[src/rtl/fdc_pkg.sv]
// Shared definitions for the multichannel frequency-to-digital counter:
// FSM states, synchronizer depth and gate-window length decode.
package fdc_pkg;

  localparam int SYNC_STAGES = 2;
  localparam int REF_CNT_W   = 4;

  typedef enum logic [1:0] {
    ST_IDLE,
    ST_ARM,
    ST_COUNT
  } fdc_state_e;

  // Number of clk_ref rising edges that make up one gate window.
  function automatic logic [REF_CNT_W-1:0] win_edges(input logic [1:0] sel);
    return REF_CNT_W'(1) << sel;
  endfunction

endpackage

[src/rtl/fdc_edge_sync.sv]
// Brings an asynchronous input into the clk domain and emits a one-cycle
// pulse for each rising edge seen after synchronization.
module fdc_edge_sync
  import fdc_pkg::*;
(
  input  logic clk,
  input  logic rst_n,
  input  logic din,
  output logic pulse
);

  logic [SYNC_STAGES-1:0] sync_q;
  logic                   hist_q;

  always_ff @(posedge clk or negedge rst_n) begin
    if (!rst_n) begin
      sync_q <= '0;
      hist_q <= 1'b0;
    end else begin
      sync_q <= {sync_q[SYNC_STAGES-2:0], din};
      hist_q <= sync_q[SYNC_STAGES-1];
    end
  end

  assign pulse = sync_q[SYNC_STAGES-1] & ~hist_q;

endmodule

[src/rtl/fdc_multichan.sv]
// Counts rising edges on N_CH oscillator inputs during a gate window of
// 2^win_sel clk_ref periods; single-shot or continuous back-to-back windows.
module fdc_multichan
  import fdc_pkg::*;
#(
  parameter int N_CH  = 2,
  parameter int CNT_W = 8
) (
  input  logic                      clk,
  input  logic                      rst_n,
  input  logic                      start,
  input  logic                      abort,
  input  logic                      cont,
  input  logic [1:0]                win_sel,
  input  logic                      clk_ref,
  input  logic [N_CH-1:0]           vco,
  input  logic [$clog2(N_CH)-1:0]   ch_sel,
  output logic [CNT_W-1:0]          result,
  output logic                      overflow,
  output logic                      result_valid,
  output logic                      busy
);

  localparam logic [CNT_W-1:0] CNT_MAX = '1;

  fdc_state_e           state_q, state_d;
  logic                 ref_pulse;
  logic [N_CH-1:0]      vco_pulse;
  logic [1:0]           win_q;
  logic [REF_CNT_W-1:0] ref_cnt_q;
  logic                 last_edge, open_win, close_win, cap_pend_q;

  logic [CNT_W-1:0] cnt_q     [N_CH];
  logic [CNT_W-1:0] cnt_d     [N_CH];
  logic [CNT_W-1:0] cap_cnt_q [N_CH];
  logic [CNT_W-1:0] res_q     [N_CH];
  logic [N_CH-1:0]  ovf_q, ovf_d, cap_ovf_q, res_ovf_q;

  fdc_edge_sync u_ref_sync (.clk(clk), .rst_n(rst_n), .din(clk_ref), .pulse(ref_pulse));

  for (genvar g = 0; g < N_CH; g++) begin : g_vco
    fdc_edge_sync u_sync (.clk(clk), .rst_n(rst_n), .din(vco[g]), .pulse(vco_pulse[g]));
  end

  assign last_edge = (ref_cnt_q == win_edges(win_q) - REF_CNT_W'(1));

  always_ff @(posedge clk or negedge rst_n) begin
    if (!rst_n) state_q <= ST_IDLE;
    else        state_q <= state_d;
  end

  // Abort wins over a closing edge arriving in the same cycle.
  always_comb begin
    state_d   = state_q;
    open_win  = 1'b0;
    close_win = 1'b0;
    case (state_q)
      ST_IDLE:  if (start) state_d = ST_ARM;
      ST_ARM: begin
        if (abort) state_d = ST_IDLE;
        else if (ref_pulse) begin
          state_d  = ST_COUNT;
          open_win = 1'b1;
        end
      end
      ST_COUNT: begin
        if (abort) state_d = ST_IDLE;
        else if (ref_pulse && last_edge) begin
          close_win = 1'b1;
          state_d   = cont ? ST_COUNT : ST_IDLE;
        end
      end
      default:  state_d = ST_IDLE;
    endcase
  end

  // Saturating increment; overflow marks an edge lost at full scale.
  always_comb begin
    ovf_d = ovf_q;
    for (int i = 0; i < N_CH; i++) begin
      cnt_d[i] = cnt_q[i];
      if (vco_pulse[i]) begin
        if (cnt_q[i] == CNT_MAX) ovf_d[i] = 1'b1;
        else                     cnt_d[i] = cnt_q[i] + 1'b1;
      end
    end
  end

  always_ff @(posedge clk or negedge rst_n) begin
    if (!rst_n) begin
      for (int i = 0; i < N_CH; i++) begin
        cnt_q[i]     <= '0;
        cap_cnt_q[i] <= '0;
        res_q[i]     <= '0;
      end
      ovf_q        <= '0;
      cap_ovf_q    <= '0;
      res_ovf_q    <= '0;
      win_q        <= '0;
      ref_cnt_q    <= '0;
      cap_pend_q   <= 1'b0;
      result_valid <= 1'b0;
    end else begin
      cap_pend_q   <= close_win;
      result_valid <= cap_pend_q;
      // Snapshot at the closing edge so a reopening window can clear the counters.
      if (close_win) begin
        for (int i = 0; i < N_CH; i++) cap_cnt_q[i] <= cnt_d[i];
        cap_ovf_q <= ovf_d;
      end
      if (cap_pend_q) begin
        for (int i = 0; i < N_CH; i++) res_q[i] <= cap_cnt_q[i];
        res_ovf_q <= cap_ovf_q;
      end
      if (open_win) win_q <= win_sel;
      if (open_win || (close_win && cont)) begin
        for (int i = 0; i < N_CH; i++) cnt_q[i] <= '0;
        ovf_q     <= '0;
        ref_cnt_q <= '0;
      end else if (state_q == ST_COUNT) begin
        for (int i = 0; i < N_CH; i++) cnt_q[i] <= cnt_d[i];
        ovf_q <= ovf_d;
        if (ref_pulse) ref_cnt_q <= ref_cnt_q + 1'b1;
      end
    end
  end

  always_comb begin
    result   = '0;
    overflow = 1'b0;
    if (int'(ch_sel) < N_CH) begin
      result   = res_q[ch_sel];
      overflow = res_ovf_q[ch_sel];
    end
  end

  assign busy = (state_q != ST_IDLE);

endmodule

[config.mk]
export PLATFORM = sky130hd
export DESIGN_NAME = fdc_multichan
export DESIGN_NICKNAME = d
export VERILOG_FILES = /design/src/rtl/fdc_pkg.sv /design/src/rtl/fdc_edge_sync.sv /design/src/rtl/fdc_multichan.sv
export SDC_FILE = /design/constraint.sdc
export NUM_CORES = 1
export LEC_CHECK = 0
export ABC_AREA = 1
export ABC_CLOCK_PERIOD_IN_PS = 1800
export BUFFER_PORTS_ARGS = -buffer_cell sky130_fd_sc_hd__buf_4
export CAP_MARGIN = 5
export CORE_MARGIN = 3
export CORE_UTILIZATION = 40
export DETAILED_ROUTE_END_ITERATION = 12
export MAX_ROUTING_LAYER = met4
export PLACE_DENSITY_LB_ADDON = 0.05
export SLEW_MARGIN = 15
export SYNTH_ARGS = -nofsm -noshare
export SYNTH_HDL_FRONTEND = slang
export SYNTH_SLANG_ARGS = --single-unit
[constraint.sdc]
create_clock -name clk -period 1.8 [get_ports clk]
set_input_delay 0.18 -clock clk [delete_from_list [all_inputs] [get_ports clk]]
set_output_delay 0.18 -clock clk [all_outputs]
set_load 0.1 [all_outputs]
==> reports/results.tsv <==
metric	value	unit
status	completed	
worstReg2RegStart	g_vco[0].u_sync.sync_q[1]$_DFF_PN0_	
clk_latency	350	ps
drive_gt1_frac	0.161	
vias_per_cell	4.87	
start_util	0.422	
ys_seq_area_frac	0.511	
first_pass_iters	4	
core	0.00846	sq mm
hp-start	win_sel[0]	
critPathLaunch	g_vco[0].u_sync.sync_q[1]$_DFF_PN0_	
root_buffer	clkbuf_8	
period_share	0.892	
yosys_warnings	0	
cts_sinks	73	
numCtsBuffers	9	
synth_flop_cell	dfrtp_1	
synth.distinct_cells	26	
rsz0062_at_grt	no	
worstPathArrival	1850	ps
grt_max_degree	54	
dpl.hpwl	5240	um
p_leak	2.10	nW
tns	0	ps
total_power	4.76	mW
postCtsSetupRepairBufs	0	
ios	22	
cts_max_level	3	
top_usage_layer	met2	
syn-cell-area	0.00357	sq mm
drt-initial-drc-count	133	
grtUsageMet3	0.0346	
max-cap-violations	0	
synth_edf_count	0	
startpoint_type	flip-flop	
syn_inst	440	
wire_per_inst	12.8	um
slew_violations	0	
portBuffers	21	
setup_slack	195	ps
die_y	101	um
gr-usage-met2	0.252	
antenna_found_initial	0	
gp_congestion	0.833	
drcViolationCount	0	
syn2layout_area_growth	14.7	%
place_ws	213	ps
track_usage	0.168	
async_reset_ff_frac	1.00	
max_slew_margin	0.673	
ys_seq_elements	73	
wl	7450	um
nets	486	
use_met1	0.231	
postRouteAntennaNets	0	
grt_pass1_vias	2730	
clock_skew	15.0	ps
rows	33	
crit_type	reg2reg	
crit_fanout	9	
final.fill_count	845	
via_count	2833	
fin_crit	1610	ps
cellPowerDensity	1160	mW/mm^2
tightest_slew	490	ps
syn_nets	454	
grt_overflow	0	
endpoint_kind	flip-flop	
required	2040	ps
hp-class	in2reg	
syn-mean-instance-area	8.12	sq um
clk_pin_slew	80	ps
dpl-instance-area	0.00387	sq mm
finalSetupViolCount	0	
cts_tree	built	
hold_viol	0	
grt_pass1_wl	13100	um
vdd_drop_max	0.536	mV
diodes	0	
dieArea	0.0101	sq mm
cts_buffer_depth	2	
fmax	623	MHz
fin_area	0.00410	sq mm
die_w	101	um
## state kept, by name (all words and copies together), names as in the netlist
register	flops
cap_cnt_q	16
cap_ovf_q	2
cap_pend_q	1
cnt_q	16
g_vco.u_sync.hist_q	2
g_vco.u_sync.sync_q	4
ovf_q	2
ref_cnt_q	4
res_ovf_q	2
res_q	16
result_valid	1
state_q	2
u_ref_sync.hist_q	1
u_ref_sync.sync_q	2
win_q	2
## worst max-delay path, stage by stage, from the launching register on
cell      delay, ps
dfrtp_1         380
nand2_1         200
clkinv_1        270
o21ai_0         430
inv_1            80
nor2_1          100
nor2_1           50
## layout make-up
type,count,area [sq um],share of cell area
well taps,105,131,0.0320
clock buffers,10,128,0.0311
repair buffers,35,285,0.0696
clock inverters,6,67.6,0.0165
multi-input cells,310,1500,0.366
inverters,43,161,0.0394
flip-flops and latches,73,1830,0.445
## kinds of logic (layout without fill, tap and decap cells)
| family | Yosys count | in the layout | share of synthesized area |
|---|---|---|---|
| buf+inv | 57 | 94 | 0.0700 |
| flops | 73 | 73 | 0.511 |
| simple gates | 252 | 252 | 0.307 |
| xor+xnor | 2 | 2 | 0.00490 |
| compound gates | 42 | 42 | 0.0620 |
| fa+ha+maj | 3 | 3 | 0.0105 |
| mux | 11 | 11 | 0.0347 |
## power by group
part,total [mW],switching (mW),internal (mW)
Clock,1.28,0.632,0.645
Combinational,1.27,0.782,0.488
Sequential,2.21,0.297,1.91
Total,4.76,1.71,3.05
## layer usage
metal  share of wire  wire [um]  up-vias
met3           0.038        284        9
met5               0          0        -
met4           0.012         89        0
li1                -          -     1475
met1            0.49       3670     1301
met2            0.46       3410       48
## cells in the mapped netlist, types with 3 or more instances
| master | number | area share |
|---|---|---|
| a21oi_1 | 9 | 0.013 |
| buf_2 | 5 | 0.0070 |
| buf_6 | 3 | 0.0094 |
| clkbuf_1 | 4 | 0.0042 |
| dfrtp_1 | 73 | 0.51 |
| ha_1 | 3 | 0.011 |
| inv_1 | 36 | 0.038 |
| inv_2 | 5 | 0.0053 |
| mux2_2 | 11 | 0.035 |
| nand2_1 | 146 | 0.15 |
| nand3_1 | 46 | 0.064 |
| nand4_1 | 5 | 0.0088 |
| nor2_1 | 43 | 0.045 |
| nor2_4 | 4 | 0.013 |
| o21ai_0 | 24 | 0.034 |
| o21ai_1 | 6 | 0.0084 |
## placed cells by master (no fill, tap or decap), types with 9 or more instances in the layout
master	n
a21oi_1	9
buf_4	30
clkbuf_8	9
dfrtp_1	73
inv_1	36
mux2_2	11
nand2_1	146
nand3_1	46
nor2_1	43
o21ai_0	15
o21ai_1	14
## final timing paths
| check | end | slack [ps] | cells past startpoint |
|---|---|---|---|
| max in group asynchronous | cap_cnt_q[9]$_DFFE_PN0P_ | 960 | 3 |
| hold / removal | win_q[0]$_DFFE_PN0P_ | 70 | 2 |
| setup / recovery | cnt_q[10]$_DFFE_PN0P_ | 190 | 6 |
| hold reg to reg | u_ref_sync.sync_q[1]$_DFF_PN0_ | 350 | 0 |
| setup reg to reg | cnt_q[10]$_DFFE_PN0P_ | 190 | 6 |
| min in group asynchronous | g_vco[1].u_sync.hist_q$_DFF_PN0_ | 260 | 2 |
## per-stage QoR
| step | util | hold slack [ps] | std cells |
|---|---|---|---|
| 6_report | 0.485 | 68.2 | 582 |
| 5_1_grt | 0.485 | 59.1 | 582 |
| 4_1_cts | 0.485 | 52.5 | 582 |
| 2_1_floorplan | - | -116 | 440 |
| 3_3_place_gp | 0.457 | 92.9 | 562 |
| 3_5_place_dp | 0.457 | 98.7 | 562 |
## repair_timing
action                    4_1_cts  5_1_grt
hold endpoints to repair       23        0
resized for setup               0        0
hold buffers                    4        0
Note: power is estimated with default switching activity, not from simulation.
